### config.mk
export PLATFORM = sky130hd
export DESIGN_NAME = wb_arb2
export DESIGN_NICKNAME = d
export VERILOG_FILES = /design/src/rtl/wb_arb2.sv
export SDC_FILE = /design/constraint.sdc
export NUM_CORES = 1
export LEC_CHECK = 0
export BUFFER_PORTS_ARGS = -buffer_cell sky130_fd_sc_hd__buf_2
export CAP_MARGIN = 15
export CORE_AREA = 3 3 124 126
export DETAILED_ROUTE_END_ITERATION = 16
export DIE_AREA = 0 0 127 129
export PLACE_DENSITY = 0.55
export SLEW_MARGIN = 20
export SYNTH_ARGS = -nofsm -noshare
export SYNTH_HDL_FRONTEND = slang
export SYNTH_SLANG_ARGS = --single-unit
### constraint.sdc
create_clock -name clk -period 3.2 [get_ports clk]
set_clock_uncertainty 0.1 [all_clocks]
set_input_delay 0.8 -clock clk [delete_from_list [all_inputs] [get_ports clk]]
set_output_delay 0.8 -clock clk [all_outputs]
set_load 0.01 [all_outputs]
### src/rtl/wb_arb2.sv
// wb_arb2 -- two-master to one-slave arbiter for pipelined Wishbone.
//
// Grants one master at a time with round-robin fairness and holds the grant
// for the whole bus cycle (while the owner keeps cyc high). It caps the number
// of accepted-but-unacknowledged requests at MAX_OUTST. It routes ack/err
// only to the current owner. Read data is broadcast to both masters, and the
// owner's ack qualifies it.
//
// Ports:
//   clk, rst                    clock, synchronous active-high reset
//   m0_* / m1_*                 master-side Wishbone (cyc/stb/we/adr/sel/dat in,
//                               ack/err/stall/dat out)
//   s_*                         slave-side Wishbone (cyc/stb/we/adr/sel/dat out,
//                               ack/err/stall/dat in)
module wb_arb2 #(
  parameter int ADDR_W    = 32,
  parameter int DATA_W    = 32,
  parameter int MAX_OUTST = 4,
  localparam int SEL_W    = DATA_W / 8
) (
  input  logic              clk,
  input  logic              rst,
  // master 0
  input  logic              m0_cyc_i,
  input  logic              m0_stb_i,
  input  logic              m0_we_i,
  input  logic [ADDR_W-1:0] m0_adr_i,
  input  logic [SEL_W-1:0]  m0_sel_i,
  input  logic [DATA_W-1:0] m0_dat_i,
  output logic              m0_ack_o,
  output logic              m0_err_o,
  output logic              m0_stall_o,
  output logic [DATA_W-1:0] m0_dat_o,
  // master 1
  input  logic              m1_cyc_i,
  input  logic              m1_stb_i,
  input  logic              m1_we_i,
  input  logic [ADDR_W-1:0] m1_adr_i,
  input  logic [SEL_W-1:0]  m1_sel_i,
  input  logic [DATA_W-1:0] m1_dat_i,
  output logic              m1_ack_o,
  output logic              m1_err_o,
  output logic              m1_stall_o,
  output logic [DATA_W-1:0] m1_dat_o,
  // slave
  output logic              s_cyc_o,
  output logic              s_stb_o,
  output logic              s_we_o,
  output logic [ADDR_W-1:0] s_adr_o,
  output logic [SEL_W-1:0]  s_sel_o,
  output logic [DATA_W-1:0] s_dat_o,
  input  logic              s_ack_i,
  input  logic              s_err_i,
  input  logic              s_stall_i,
  input  logic [DATA_W-1:0] s_dat_i
);

  typedef enum logic [1:0] {
    IDLE = 2'd0,
    OWN0 = 2'd1,
    OWN1 = 2'd2
  } state_e;

  localparam int CNT_W = $clog2(MAX_OUTST + 1);
  localparam logic [CNT_W-1:0] CNT_MAX  = CNT_W'(MAX_OUTST);
  localparam logic [CNT_W-1:0] CNT_ONE  = CNT_W'(1);
  localparam logic [CNT_W-1:0] CNT_ZERO = CNT_W'(0);

  state_e           state_q, state_d;
  logic             lg_q, lg_d;        // last granted master
  logic [CNT_W-1:0] cnt_q, cnt_d;      // outstanding requests of the owner

  logic   own0_s, own1_s;
  logic   cnt_full_s, cnt_zero_s;
  logic   accept_s, fwd_resp_s;
  logic   rearb_s;
  state_e arb_s;

  // Round-robin pick: a lone requester wins, and on a tie the master that
  // was not granted last wins.
  function automatic state_e arb(input logic cyc0, input logic cyc1, input logic last);
    state_e res;
    if (cyc0 && cyc1) begin
      res = last ? OWN0 : OWN1;
    end else if (cyc0) begin
      res = OWN0;
    end else if (cyc1) begin
      res = OWN1;
    end else begin
      res = IDLE;
    end
    return res;
  endfunction

  assign own0_s     = (state_q == OWN0);
  assign own1_s     = (state_q == OWN1);
  assign cnt_full_s = (cnt_q == CNT_MAX);
  assign cnt_zero_s = (cnt_q == CNT_ZERO);
  assign arb_s      = arb(m0_cyc_i, m1_cyc_i, lg_q);

  // A response arriving with nothing outstanding (or with no owner) is
  // spurious, typically a leftover from an aborted cycle, and is dropped.
  assign fwd_resp_s = (s_ack_i | s_err_i) & (own0_s | own1_s) & ~cnt_zero_s;
  assign accept_s   = s_stb_o & ~s_stall_i;

  assign m0_ack_o   = s_ack_i & own0_s & ~cnt_zero_s;
  assign m0_err_o   = s_err_i & own0_s & ~cnt_zero_s;
  assign m1_ack_o   = s_ack_i & own1_s & ~cnt_zero_s;
  assign m1_err_o   = s_err_i & own1_s & ~cnt_zero_s;

  assign m0_stall_o = own0_s ? (s_stall_i | cnt_full_s) : 1'b1;
  assign m1_stall_o = own1_s ? (s_stall_i | cnt_full_s) : 1'b1;

  assign m0_dat_o   = s_dat_i;
  assign m1_dat_o   = s_dat_i;

  // Forward the owner's request signals to the slave; the strobe is masked
  // once the outstanding limit is reached.
  always_comb begin
    s_cyc_o = 1'b0;
    s_stb_o = 1'b0;
    s_we_o  = 1'b0;
    s_adr_o = {ADDR_W{1'b0}};
    s_sel_o = {SEL_W{1'b0}};
    s_dat_o = {DATA_W{1'b0}};
    case (state_q)
      OWN0: begin
        s_cyc_o = m0_cyc_i;
        s_stb_o = m0_stb_i & ~cnt_full_s;
        s_we_o  = m0_we_i;
        s_adr_o = m0_adr_i;
        s_sel_o = m0_sel_i;
        s_dat_o = m0_dat_i;
      end
      OWN1: begin
        s_cyc_o = m1_cyc_i;
        s_stb_o = m1_stb_i & ~cnt_full_s;
        s_we_o  = m1_we_i;
        s_adr_o = m1_adr_i;
        s_sel_o = m1_sel_i;
        s_dat_o = m1_dat_i;
      end
      default: begin
        s_cyc_o = 1'b0;
      end
    endcase
  end

  // Next state, last-grant and outstanding-counter logic.
  always_comb begin
    state_d = state_q;
    lg_d    = lg_q;
    cnt_d   = cnt_q;
    rearb_s = 1'b0;
    case (state_q)
      IDLE: begin
        rearb_s = 1'b1;
      end
      OWN0: begin
        rearb_s = ~m0_cyc_i;
      end
      OWN1: begin
        rearb_s = ~m1_cyc_i;
      end
      default: begin
        rearb_s = 1'b1;
      end
    endcase

    if (rearb_s) begin
      // Owner ended or aborted its cycle (or nobody owned the bus): hand over
      // directly, forgetting whatever the old owner still had outstanding.
      state_d = arb_s;
      cnt_d   = CNT_ZERO;
      if (arb_s != IDLE) begin
        lg_d = (arb_s == OWN1);
      end else begin
        lg_d = lg_q;
      end
    end else if (accept_s && !fwd_resp_s) begin
      cnt_d = cnt_q + CNT_ONE;
    end else if (!accept_s && fwd_resp_s) begin
      cnt_d = cnt_q - CNT_ONE;
    end else begin
      cnt_d = cnt_q;
    end
  end

  // State registers with synchronous reset; lg resets to 1 so m0 wins the
  // first tie.
  always_ff @(posedge clk) begin
    if (rst) begin
      state_q <= IDLE;
      lg_q    <= 1'b1;
      cnt_q   <= CNT_ZERO;
    end else begin
      state_q <= state_d;
      lg_q    <= lg_d;
      cnt_q   <= cnt_d;
    end
  end

endmodule

After elaboration in Yosys (flattened, before gate mapping)
Cells that the tools add are included.

$add $sub $neg: 2. Multipliers: 0. Div/mod/pow operators: 0. $lt $le $gt $ge: 0. Equality and inequality tests: 4. Shifts and indexed selects: 0. Multiplexer cells: 15. Bitwise gates (word level): 21. Reduce and logical (&&, ||, !) cells: 10.

Operator list (number): case mux 32 bit (2 select lines) (2); AND 1 bit (13); two-way mux 2 bit (4); case mux 1 bit (2 select lines) (4); case mux 4 bit (2 select lines) (1); two-way mux 3 bit (2); NOT 1 bit (5); equality test 2 bit (second input constant) (2); nonzero test 2 bit (2); adder 3 x 1 -> 3 bit (second input constant) (1); equality test 3 bit (second input constant) (1); logical AND 1 bit (3); logical NOT 3 bit (1); OR 1 bit (3); subtractor 3 x 1 -> 3 bit (second input constant) (1); equality test 2 x 1 -> 1 bit (second input constant) (1); logical NOT 1 bit (2); two-way mux 1 bit (2); AND reduction 2 bit (1); OR reduction 2 bit (1).

Register bits after elaboration: 6. Latch bits: 0. Memory bits (writable): 0. Bits in read-only memories: 0. Input port bits: 179. Output and inout bits: 141. Memories kept: 0.

Logic depth before layout (Yosys ltp)
Gate-level depths: netlist (run 1).

Word-level depth: 9. Mapped depth: 12. Depth with buffers taken out: 10.

Worst setup path after synthesis (run 1)
OpenSTA, ideal clock, no wires.

Path kind: input port to flip-flop. From: in s_stall_i. To: reg cnt_q[2]. Data arrival time: 2357 ps. Path slack: 673 ps. Cell stages on the path: 8. Path through: a21oi_1 -> nor3b_1 -> ha_1 -> inv_1 -> fa_1 -> xor2_1 -> or3_1 -> a21oi_1.

Cells in the longest elaborated chain, start to end: 5.

Ends and longest elaborated chain: start: declaration (RTL line 54) `input logic s_stall_i,`; NOT 1 bit * (RTL line 104) `assign accept_s = s_stb_o & ~s_stall_i;`; AND 1 bit * (RTL line 104); logical NOT 1 bit (RTL line 182) `end else if (!accept_s && fwd_resp_s) begin`; logical AND 1 bit (RTL line 182); nonzero test 2 bit (no source line); end signal: assignment (RTL line 199) `cnt_q <= cnt_d;`; end: declaration (RTL line 71) `logic [CNT_W-1:0] cnt_q, cnt_d;`.

Mark *: on every way between the ends. The rest lies on a longest branch, timed or not. A chain may end at the register's enable or synchronous reset.

Worst setup path after layout (run 1)
From: reg state_q[0]. To: out s_dat_o[0].

Cells in the longest elaborated chain, start to end: 2.

Ends and longest elaborated chain: start: declaration (RTL line 69) `state_e state_q, state_d;`; start signal: assignment (RTL line 197) `state_q <= state_d;`; equality test 2 bit / equality test 2 x 1 -> 1 bit (equally long branches) (RTL line 126) `case (state_q)`; case mux 32 bit (2 select lines) * (RTL line 126); end: declaration (RTL line 51) `output logic [DATA_W-1:0] s_dat_o,`.

Marks and branches as above.

==> results of run 1 <==
==> power by group through the flow <==
stage / registers, mW / clock network, mW / logic (mW)
after floorplan: 0.0861 / 0 / 0.374
after global routing: 0.0873 / 0.214 / 0.505
after CTS: 0.0865 / 0.213 / 0.463
final: 0.0863 / 0.207 / 0.457
after global placement: 0.0876 / 0 / 0.464
after detailed placement: 0.0876 / 0 / 0.462
==> layout by cell type, fill, tap and decap left out, types with 2 or more instances in the layout <==
cell	instances
sky130_fd_sc_hd__xor2_1	2
sky130_fd_sc_hd__clkbuf_16	3
sky130_fd_sc_hd__dfxtp_1	6
sky130_fd_sc_hd__a22oi_1	70
sky130_fd_sc_hd__buf_4	6
sky130_fd_sc_hd__and3_1	4
sky130_fd_sc_hd__buf_2	223
sky130_fd_sc_hd__mux2i_1	2
sky130_fd_sc_hd__nand2_1	2
sky130_fd_sc_hd__nor2_1	73
sky130_fd_sc_hd__nand4_1	3
sky130_fd_sc_hd__ha_2	3
sky130_fd_sc_hd__inv_1	6
sky130_fd_sc_hd__a21oi_1	4
==> routing by layer <==
layer / part of all wire / wire length (um)
met5: 0 / 0
met2: 0.51 / 4090
met1: 0.37 / 2950
met3: 0.096 / 770
met4: 0.031 / 252
==> path summary, 6_finish.rpt <==
check	start	to	slack (ns)	cells past startpoint
hold / removal	state_q[0]$_SDFFE_PP0P_	state_q[0]$_SDFFE_PP0P_	0.39	2
setup / recovery	state_q[0]$_SDFFE_PP0P_	s_dat_o[0]	0.59	6
hold reg to reg	state_q[0]$_SDFFE_PP0P_	state_q[0]$_SDFFE_PP0P_	0.39	2
setup reg to reg	state_q[0]$_SDFFE_PP0P_	cnt_q[2]$_SDFFE_PP0P_	0.78	10
==> layout make-up <==
| type | count | area, um^2 | share of cell area |
|---|---|---|---|
| tap | 184 | 230 | 0.0839 |
| sequential | 6 | 120 | 0.0438 |
| multi-input combinational | 180 | 1110 | 0.405 |
| antenna | 1 | 2.50 | 0.000912 |
| timing repair buffer | 230 | 1180 | 0.431 |
| inverter | 6 | 22.5 | 0.00821 |
| clock buffer | 3 | 75.1 | 0.0274 |
==> sequential cells by signal (all words and copies together), names as in the netlist <==
register and flops:
cnt_q 3, lg_q 1, state_q 2
==> logic make-up after synthesis <==
logic type / share of synthesized area
AO/OA/AOI/OAI: 0.318
XOR/XNOR: 0.00906
adder cells (fa/ha/maj): 0.0362
buffers and inverters: 0.367
flip-flops: 0.0621
multiplexers: 0.0104
AND/OR/NAND/NOR: 0.197
==> through the flow <==
step           power [mW]  setup WS, ns  area [um^2]  instances  hold WS, ns
3_5_place_dp        0.549         0.482         2670        606        0.389
2_1_floorplan       0.460         0.673         1930        280        0.358
5_1_grt             0.806         0.435         2740        610        0.422
4_1_cts             0.763         0.515         2740        609        0.395
3_3_place_gp        0.551         0.499         2670        606        0.392
6_report            0.751         0.587         2740        610        0.390
==> worst max-delay path: cells and delay by family, from the launching register on <==
| kind | cells | cell delay [ns] |
|---|---|---|
| simple gates | 1 | 0.11 |
| flops | 1 | 0.31 |
| fa+ha+maj | 1 | 0.22 |
| compound gates | 1 | 0.21 |
| buf+inv | 3 | 0.60 |
==> impl_results.html, run 1 <==
<table>
<tr><th>Metric</th><th>Value</th></tr>
<tr><th colspan="2">GRT</th></tr>
<tr><td>Vias in the first global route</td><td>2,191</td></tr>
<tr><td>Maximum number of pins on one net before global-route repair</td><td>55</td></tr>
<tr><td>Number of antenna violations at the first check in global routing</td><td>1</td></tr>
<tr><td>Global-route wire length before repair</td><td>11,200 um</td></tr>
<tr><td>GR Layer Usage met2</td><td>0.153</td></tr>
<tr><td>Global routing usage on met3</td><td>0.0245</td></tr>
<tr><td>Most Used Layer, Global Route</td><td>met2</td></tr>
<tr><td>Global route overflow</td><td>0</td></tr>
<tr><td>Fraction of met1 tracks used by global routing</td><td>0.0915</td></tr>
<tr><td>Tot GR Track Use</td><td>0.0850</td></tr>
<tr><th colspan="2">Logic synthesis</th></tr>
<tr><td>Net Count, Synth</td><td>464</td></tr>
<tr><td>Most common cell in the netlist</td><td>sky130_fd_sc_hd__nor2_1</td></tr>
<tr><td>Area share of the leading cell type in the synthesized netlist</td><td>0.272</td></tr>
<tr><td>Post-synth cell types</td><td>34</td></tr>
<tr><td>Top cells by instance count after synthesis</td><td>sky130_fd_sc_hd__nor2_1 (73), sky130_fd_sc_hd__a22oi_1 (70), sky130_fd_sc_hd__buf_4 (65)</td></tr>
<tr><td>Leading area contributor after synthesis</td><td>sky130_fd_sc_hd__a22oi_1</td></tr>
<tr><td>Most common flop cell mapped by yosys</td><td>sky130_fd_sc_hd__dfxtp_1</td></tr>
<tr><td>Sequential share of the synthesized area</td><td>0.0621</td></tr>
<tr><td>Post-synthesis async set-or-reset flop share</td><td>0</td></tr>
<tr><td>Synth top area cells</td><td>sky130_fd_sc_hd__a22oi_1 (27%), sky130_fd_sc_hd__buf_4 (25%), sky130_fd_sc_hd__nor2_1 (14%)</td></tr>
<tr><td>Post-Syn Area per Cell</td><td>6.90 um^2</td></tr>
<tr><td>Total number of yosys warnings</td><td>0</td></tr>
<tr><td>Post-synth EDFFs</td><td>0</td></tr>
<tr><td>Number of standard cells after synthesis</td><td>280</td></tr>
<tr><td>Total of flip-flops plus latches after synthesis</td><td>6</td></tr>
<tr><td>Synthesized area</td><td>1930 um^2</td></tr>
<tr><th colspan="2">Critical path</th></tr>
<tr><td>Sort of element at the start of the critical path</td><td>flip-flop</td></tr>
<tr><td>Longest individual stage delay on the worst path</td><td>0.38 ns</td></tr>
<tr><td>Maximum fanout encountered on the critical timing path</td><td>40</td></tr>
<tr><td>Required @ worst endpoint</td><td>2.30 ns</td></tr>
<tr><td>Critical-path top delay cell</td><td>sky130_fd_sc_hd__buf_4</td></tr>
<tr><td>Class of the most critical setup path</td><td>reg2out</td></tr>
<tr><td>Arrival time of data at the critical path endpoint</td><td>1.71 ns</td></tr>
<tr><td>Category of the worst setup path capture point</td><td>primary output</td></tr>
<tr><td>Critical path cell sequence</td><td>inv_1 -&gt; ha_2 -&gt; buf_4 -&gt; a22oi_1 -&gt; nor2_1 -&gt; buf_2</td></tr>
<tr><th colspan="2">Run status</th></tr>
<tr><td>Outcome</td><td>completed</td></tr>
<tr><th colspan="2">Layout</th></tr>
<tr><td># nets final</td><td>611</td></tr>
<tr><td>Growth of design area from synthesis to finish</td><td>41.9%</td></tr>
<tr><td>Share of the core filled with cells</td><td>0.190</td></tr>
<tr><td>Share of cells above drive strength 1</td><td>0.565</td></tr>
<tr><td>FILL cells</td><td>1,681</td></tr>
<tr><th colspan="2">Clocking</th></tr>
<tr><td>Insertion delay to the later sink of the worst-skew pair</td><td>0.23 ns</td></tr>
<tr><td>Master cell of the clock root buffer</td><td>sky130_fd_sc_hd__clkbuf_16</td></tr>
<tr><td>Post-CTS Setup Repair Bufs</td><td>0</td></tr>
<tr><td>TritonCTS buffer count</td><td>3</td></tr>
<tr><td>Clock slew at the register clock pins of the worst setup and hold paths</td><td>0.03 ns</td></tr>
<tr><td>Number of gates given a new drive strength after cts</td><td>0</td></tr>
<tr><td>Clock tree from TritonCTS</td><td>done</td></tr>
<tr><td>Deepest level of the CTS H-tree</td><td>1</td></tr>
<tr><td>Hold Buf Count CTS</td><td>0</td></tr>
<tr><td># clock sinks</td><td>6</td></tr>
<tr><td>Number of buffers between clock root and the deepest sink</td><td>2</td></tr>
<tr><th colspan="2">Timing</th></tr>
<tr><td>Total count of max-transition violations in the final report</td><td>0</td></tr>
<tr><td>Minimum period implied by the final worst setup slack</td><td>2.61 ns</td></tr>
<tr><td>Achievable frequency</td><td>0.383 GHz</td></tr>
<tr><td>Final hold vios</td><td>0</td></tr>
<tr><td>Worst rel slew slack</td><td>0.724</td></tr>
<tr><td>Endpoints failing setup</td><td>0</td></tr>
<tr><td>Worst slew pin tran</td><td>0.415 ns</td></tr>
<tr><td>Unrepaired setup endpoints after global routing</td><td>false</td></tr>
<tr><td>Fraction of the cycle the final worst path needs</td><td>0.816</td></tr>
<tr><td>Setup Total Neg Slack</td><td>0 ns</td></tr>
<tr><th colspan="2">Placed design</th></tr>
<tr><td>Count of port buffers added during placement</td><td>223</td></tr>
<tr><td>Placed wire-length estimate after detailed placement</td><td>6690 um</td></tr>
<tr><td>Placer Congestion</td><td>0.801</td></tr>
<tr><th colspan="2">Power and ir drop</th></tr>
<tr><td>Peak VDD IR</td><td>216 uV</td></tr>
<tr><td>Leakage power summed over all cells</td><td>1.44 nW</td></tr>
<tr><td>Share of power burned in combinational logic</td><td>0.609</td></tr>
<tr><td>Power per unit of standard cell area</td><td>274 nW/um^2</td></tr>
<tr><td>Clock network power share</td><td>0.276</td></tr>
<tr><td>Net Sw Frac</td><td>0.419</td></tr>
<tr><td>Switching Power</td><td>315 uW</td></tr>
<tr><td>Pint</td><td>437 uW</td></tr>
<tr><td>Fraction of power consumed by sequential logic</td><td>0.115</td></tr>
<tr><th colspan="2">Die</th></tr>
<tr><td>Die Height</td><td>129 um</td></tr>
<tr><td>Total core area</td><td>14,400 um^2</td></tr>
<tr><td>Die area</td><td>16,400 um^2</td></tr>
<tr><td>Initial core utilization</td><td>0.134</td></tr>
<tr><td>X dimension of the die</td><td>127 um</td></tr>
<tr><td>Standard-cell row count</td><td>44</td></tr>
<tr><td>I/O Pins</td><td>320</td></tr>
<tr><th colspan="2">Route</th></tr>
<tr><td>Number of DRC markers after the initial detailed-route iteration</td><td>98</td></tr>
<tr><td>DR vias/cell</td><td>4.09</td></tr>
<tr><td>Detailed Route WL</td><td>8060 um</td></tr>
<tr><td>Post-DRT Antenna Nets</td><td>0</td></tr>
<tr><td>Detailed-routing iteration count for the pre-antenna-repair pass</td><td>4</td></tr>
<tr><td>Detail-routed net length per standard cell</td><td>13.2 um</td></tr>
<tr><td>Via count</td><td>2,495</td></tr>
<tr><td>DRC viols</td><td>0</td></tr>
<tr><th colspan="2">Run</th></tr>
<tr><td>Max Cap Viol</td><td>0</td></tr>
<tr><th colspan="2">Min path</th></tr>
<tr><td>Worst hold path type</td><td>reg2reg</td></tr>
</table>
(Power assumes the default switching activity.)
==> run 2: changes to the inputs <==
PLACE_DENSITY = 0.56   (was 0.55)
clock period = 2.4 ns   (was 3.2 ns; I/O delays follow)
==> run 2 against run 1 <==
  * Sequential share of layout area shrank 0.061 points
  * Combinational power up 41%
  * Power is 38% higher
  * Worst hold slack barely moved
  * Utilization grew 0.47 points
  * Final area up 2.5%
  * Via count rose by 0.24%
  * Largest power group unchanged
==> impl_results.html, run 2 (synthesis gave the netlist of run 1 again) <==
<table>
<tr><th>Metric</th><th>Value</th></tr>
<tr><th colspan="2">Placed design</th></tr>
<tr><td>Placed wire-length estimate after detailed placement</td><td>7130 um (was 6690 um)</td></tr>
<tr><td>Count of port buffers added during placement</td><td>223 (unchanged)</td></tr>
<tr><td>Pre-CTS setup slack</td><td>0.00891 ns (was 0.482 ns)</td></tr>
<tr><td>Placer Congestion</td><td>0.767 (was 0.801)</td></tr>
<tr><th colspan="2">Critical path</th></tr>
<tr><td>Capture instance of the worst register-to-register path</td><td>cnt_q[2]$_SDFFE_PP0P_ (unchanged)</td></tr>
<tr><td>Class of the most critical setup path</td><td>reg2reg (was reg2out)</td></tr>
<tr><td>Capturing instance or port of the critical path</td><td>cnt_q[2]$_SDFFE_PP0P_ (was s_dat_o[0])</td></tr>
<tr><td>Arrival time of data at the critical path endpoint</td><td>2.37 ns (was 1.71 ns)</td></tr>
<tr><td>Category of the worst setup path capture point</td><td>flip-flop (was primary output)</td></tr>
<tr><td>R2R Setup Slk</td><td>0.09 ns (was 0.78 ns)</td></tr>
<tr><td>Worst r2r path cells</td><td>10 (unchanged)</td></tr>
<tr><td>Sort of element at the start of the critical path</td><td>flip-flop (unchanged)</td></tr>
<tr><td>Start point of the critical path</td><td>state_q[0]$_SDFFE_PP0P_ (unchanged)</td></tr>
<tr><td>Startpoint of the worst register-to-register path</td><td>state_q[0]$_SDFFE_PP0P_ (unchanged)</td></tr>
<tr><td>Required @ worst endpoint</td><td>2.46 ns (was 2.30 ns)</td></tr>
<tr><td>Maximum fanout encountered on the critical timing path</td><td>3 (was 40)</td></tr>
<tr><th colspan="2">Layout</th></tr>
<tr><td>Most flop-heavy register</td><td>cnt_q (unchanged)</td></tr>
<tr><td>Multi-input gate area in the final layout</td><td>1120 um^2 (was 1110 um^2)</td></tr>
<tr><td>FILL cells</td><td>1,650 (was 1,681)</td></tr>
<tr><td># nets final</td><td>614 (was 611)</td></tr>
<tr><td>Share of cells above drive strength 1</td><td>0.584 (was 0.565)</td></tr>
<tr><td>Registers with the most flip-flops</td><td>cnt_q (3), state_q (2), lg_q (1) (unchanged)</td></tr>
<tr><td>Share of the core filled with cells</td><td>0.195 (was 0.190)</td></tr>
<tr><td>Growth of design area from synthesis to finish</td><td>45.4% (was 41.9%)</td></tr>
<tr><td>Inserted Diodes</td><td>0 (was 1)</td></tr>
<tr><td>Sequential cell area in the final layout</td><td>121 um^2 (was 120 um^2)</td></tr>
<tr><td>Max FFs per register</td><td>3 (unchanged)</td></tr>
<tr><td>Commonest cells after routing, fill and taps aside</td><td>sky130_fd_sc_hd__buf_2 (223), sky130_fd_sc_hd__nor2_1 (73), sky130_fd_sc_hd__a22oi_1 (70), sky130_fd_sc_hd__dfxtp_1 (5), sky130_fd_sc_hd__buf_4 (5) (was sky130_fd_sc_hd__buf_2 (223), sky130_fd_sc_hd__nor2_1 (73), sky130_fd_sc_hd__a22oi_1 (70))</td></tr>
<tr><td>Commonest non-fill, non-tap cell in the layout</td><td>sky130_fd_sc_hd__buf_2 (unchanged)</td></tr>
<tr><th colspan="2">Route</th></tr>
<tr><td>Met2 layer wire length in the routed design</td><td>4430 um (was 4090 um)</td></tr>
<tr><td>Via count</td><td>2,501 (was 2,495)</td></tr>
<tr><td>Detailed Route WL</td><td>8880 um (was 8060 um)</td></tr>
<tr><td>DR vias/cell</td><td>4.09 (about the same)</td></tr>
<tr><td>Detailed-routing iteration count for the pre-antenna-repair pass</td><td>4 (unchanged)</td></tr>
<tr><td>Uppermost signal routing layer after detailed routing</td><td>met4 (unchanged)</td></tr>
<tr><td>WL met3</td><td>742 um (was 770 um)</td></tr>
<tr><td>Post-DRT Antenna Nets</td><td>0 (unchanged)</td></tr>
<tr><td>Number of DRC markers after the initial detailed-route iteration</td><td>112 (was 98)</td></tr>
<tr><td>Detail-routed net length per standard cell</td><td>14.5 um (was 13.2 um)</td></tr>
<tr><td>DRC viols</td><td>0 (unchanged)</td></tr>
<tr><td>Detailed-routing wirelength on met1</td><td>3580 um (was 2950 um)</td></tr>
<tr><th colspan="2">Clocking</th></tr>
<tr><td># clock sinks</td><td>6 (unchanged)</td></tr>
<tr><td>Number of buffers between clock root and the deepest sink</td><td>2 (unchanged)</td></tr>
<tr><td>TritonCTS buffer count</td><td>3 (unchanged)</td></tr>
<tr><td>Master cell of the clock root buffer</td><td>sky130_fd_sc_hd__clkbuf_16 (unchanged)</td></tr>
<tr><td>Deepest level of the CTS H-tree</td><td>1 (unchanged)</td></tr>
<tr><td>Insertion delay to the later sink of the worst-skew pair</td><td>0.23 ns (about the same)</td></tr>
<tr><td>Clock tree from TritonCTS</td><td>done (unchanged)</td></tr>
<tr><td>Clock slew at the register clock pins of the worst setup and hold paths</td><td>0.03 ns (about the same)</td></tr>
<tr><th colspan="2">Die</th></tr>
<tr><td>X dimension of the die</td><td>127 um (unchanged)</td></tr>
<tr><td>Die Height</td><td>129 um (unchanged)</td></tr>
<tr><td>I/O Pins</td><td>320 (unchanged)</td></tr>
<tr><td>Standard-cell row count</td><td>44 (unchanged)</td></tr>
<tr><td>Total core area</td><td>14,400 um^2 (unchanged)</td></tr>
<tr><td>Initial core utilization</td><td>0.134 (unchanged)</td></tr>
<tr><td>Die area</td><td>16,400 um^2 (unchanged)</td></tr>
<tr><th colspan="2">Timing</th></tr>
<tr><td>Worst rel slew slack</td><td>0.775 (was 0.724)</td></tr>
<tr><td>Unrepaired setup endpoints after global routing</td><td>true (was false)</td></tr>
<tr><td>Final hold vios</td><td>0 (unchanged)</td></tr>
<tr><td>Final worst setup slack</td><td>0.0883 ns (was 0.587 ns)</td></tr>
<tr><td>Fraction of the cycle the final worst path needs</td><td>0.963</td></tr>
<tr><td>Worst slew pin tran</td><td>0.337 ns (was 0.415 ns)</td></tr>
<tr><td>Endpoints failing setup</td><td>0 (unchanged)</td></tr>
<tr><td>Minimum period implied by the final worst setup slack</td><td>2.31 ns</td></tr>
<tr><td>Setup Total Neg Slack</td><td>0 ns (unchanged)</td></tr>
<tr><td>Achievable frequency</td><td>0.433 GHz</td></tr>
<tr><td>Total count of max-transition violations in the final report</td><td>0 (unchanged)</td></tr>
<tr><td>Worst hold slack after final layout</td><td>0.390 ns (about the same)</td></tr>
<tr><th colspan="2">Run</th></tr>
<tr><td>Max Cap Viol</td><td>0 (unchanged)</td></tr>
<tr><th colspan="2">GRT</th></tr>
<tr><td>Maximum number of pins on one net before global-route repair</td><td>45 (was 55)</td></tr>
<tr><td>Number of antenna violations at the first check in global routing</td><td>0 (was 1)</td></tr>
<tr><td>Global-route wire length before repair</td><td>12,000 um (was 11,200 um)</td></tr>
<tr><td>Vias in the first global route</td><td>2,121 (was 2,191)</td></tr>
<tr><td>Global route overflow</td><td>0 (unchanged)</td></tr>
<tr><td>Tot GR Track Use</td><td>0.0925 (was 0.0850)</td></tr>
<tr><th colspan="2">Power and ir drop</th></tr>
<tr><td>Peak VDD IR</td><td>406 uV (was 216 uV)</td></tr>
<tr><td>Power per unit of standard cell area</td><td>369 nW/um^2 (was 274 nW/um^2)</td></tr>
<tr><td>Total power draw</td><td>1.04 mW (was 751 uW)</td></tr>
<tr><td>Leakage power summed over all cells</td><td>1.46 nW (was 1.44 nW)</td></tr>
<tr><th colspan="2">Run status</th></tr>
<tr><td>Outcome</td><td>completed (unchanged)</td></tr>
<tr><th colspan="2">Min path</th></tr>
<tr><td>Worst hold path type</td><td>reg2reg (unchanged)</td></tr>
</table>
run 2: routing by layer:
| layer | vias up | global-route usage |
|---|---|---|
| li1 | 1222 | - |
| met1 | 1124 | 0.112 |
| met2 | 137 | 0.159 |
| met3 | 18 | 0.0253 |
| met4 | 0 | 0.0290 |
| met5 | - | 0 |
run 2: final cells by class:
class                           count  share of cell area
Clock buffer                        3              0.0267
Inverter                            6             0.00801
Multi-Input combinational cell    180               0.400
Sequential cell                     6              0.0432
Tap cell                          184              0.0819
Timing Repair Buffer              233               0.440
run 2: through the flow:
step                      instance area, um^2  std cells
after detailed placement                 2700        608
final                                    2810        612
after global placement                   2700        608
after global routing                     2810        612
after CTS                                2780        611
after floorplan                          1950        280
run 2: how the worst min path moves through the flow:
stage | from | depth (start not counted) | slack (ns) | endpoint
floorplan | state_q[0]$_SDFFE_PP0P_ | 2 | 0.36 | state_q[0]$_SDFFE_PP0P_
global placement | state_q[0]$_SDFFE_PP0P_ | 2 | 0.38 | state_q[0]$_SDFFE_PP0P_
detailed placement | state_q[0]$_SDFFE_PP0P_ | 2 | 0.39 | state_q[0]$_SDFFE_PP0P_
CTS | state_q[0]$_SDFFE_PP0P_ | 2 | 0.40 | state_q[0]$_SDFFE_PP0P_
global route | state_q[0]$_SDFFE_PP0P_ | 2 | 0.42 | state_q[0]$_SDFFE_PP0P_
finish | state_q[0]$_SDFFE_PP0P_ | 2 | 0.39 | state_q[0]$_SDFFE_PP0P_
run 2: where the power goes:
group	switching [mW]	internal, mW
clock network	0.0610	0.214
logic	0.365	0.282
registers	0.00835	0.108
run 2: critical path, stage by stage, from the launching register on:
cell and delay, ns:
sky130_fd_sc_hd__dfxtp_2 0.34, sky130_fd_sc_hd__inv_2 0.05, sky130_fd_sc_hd__ha_2 0.22, sky130_fd_sc_hd__mux2i_2 0.18
sky130_fd_sc_hd__nor3b_2 0.18, sky130_fd_sc_hd__ha_2 0.21, sky130_fd_sc_hd__inv_2 0.04, sky130_fd_sc_hd__fa_2 0.34
sky130_fd_sc_hd__xor2_1 0.15, sky130_fd_sc_hd__or3_1 0.30, sky130_fd_sc_hd__a21oi_1 0.12
run 2: timing repair:
| action | in CTS | in global routing |
|---|---|---|
| endpoints found under the hold margin | 0 | 0 |
| setup buffers | 0 | 1 |
| gates resized for setup | 1 | 6 |
| hold buffers | 0 | 0 |
| setup endpoints to repair | 31 | 47 |
| pin swaps | 0 | 1 |
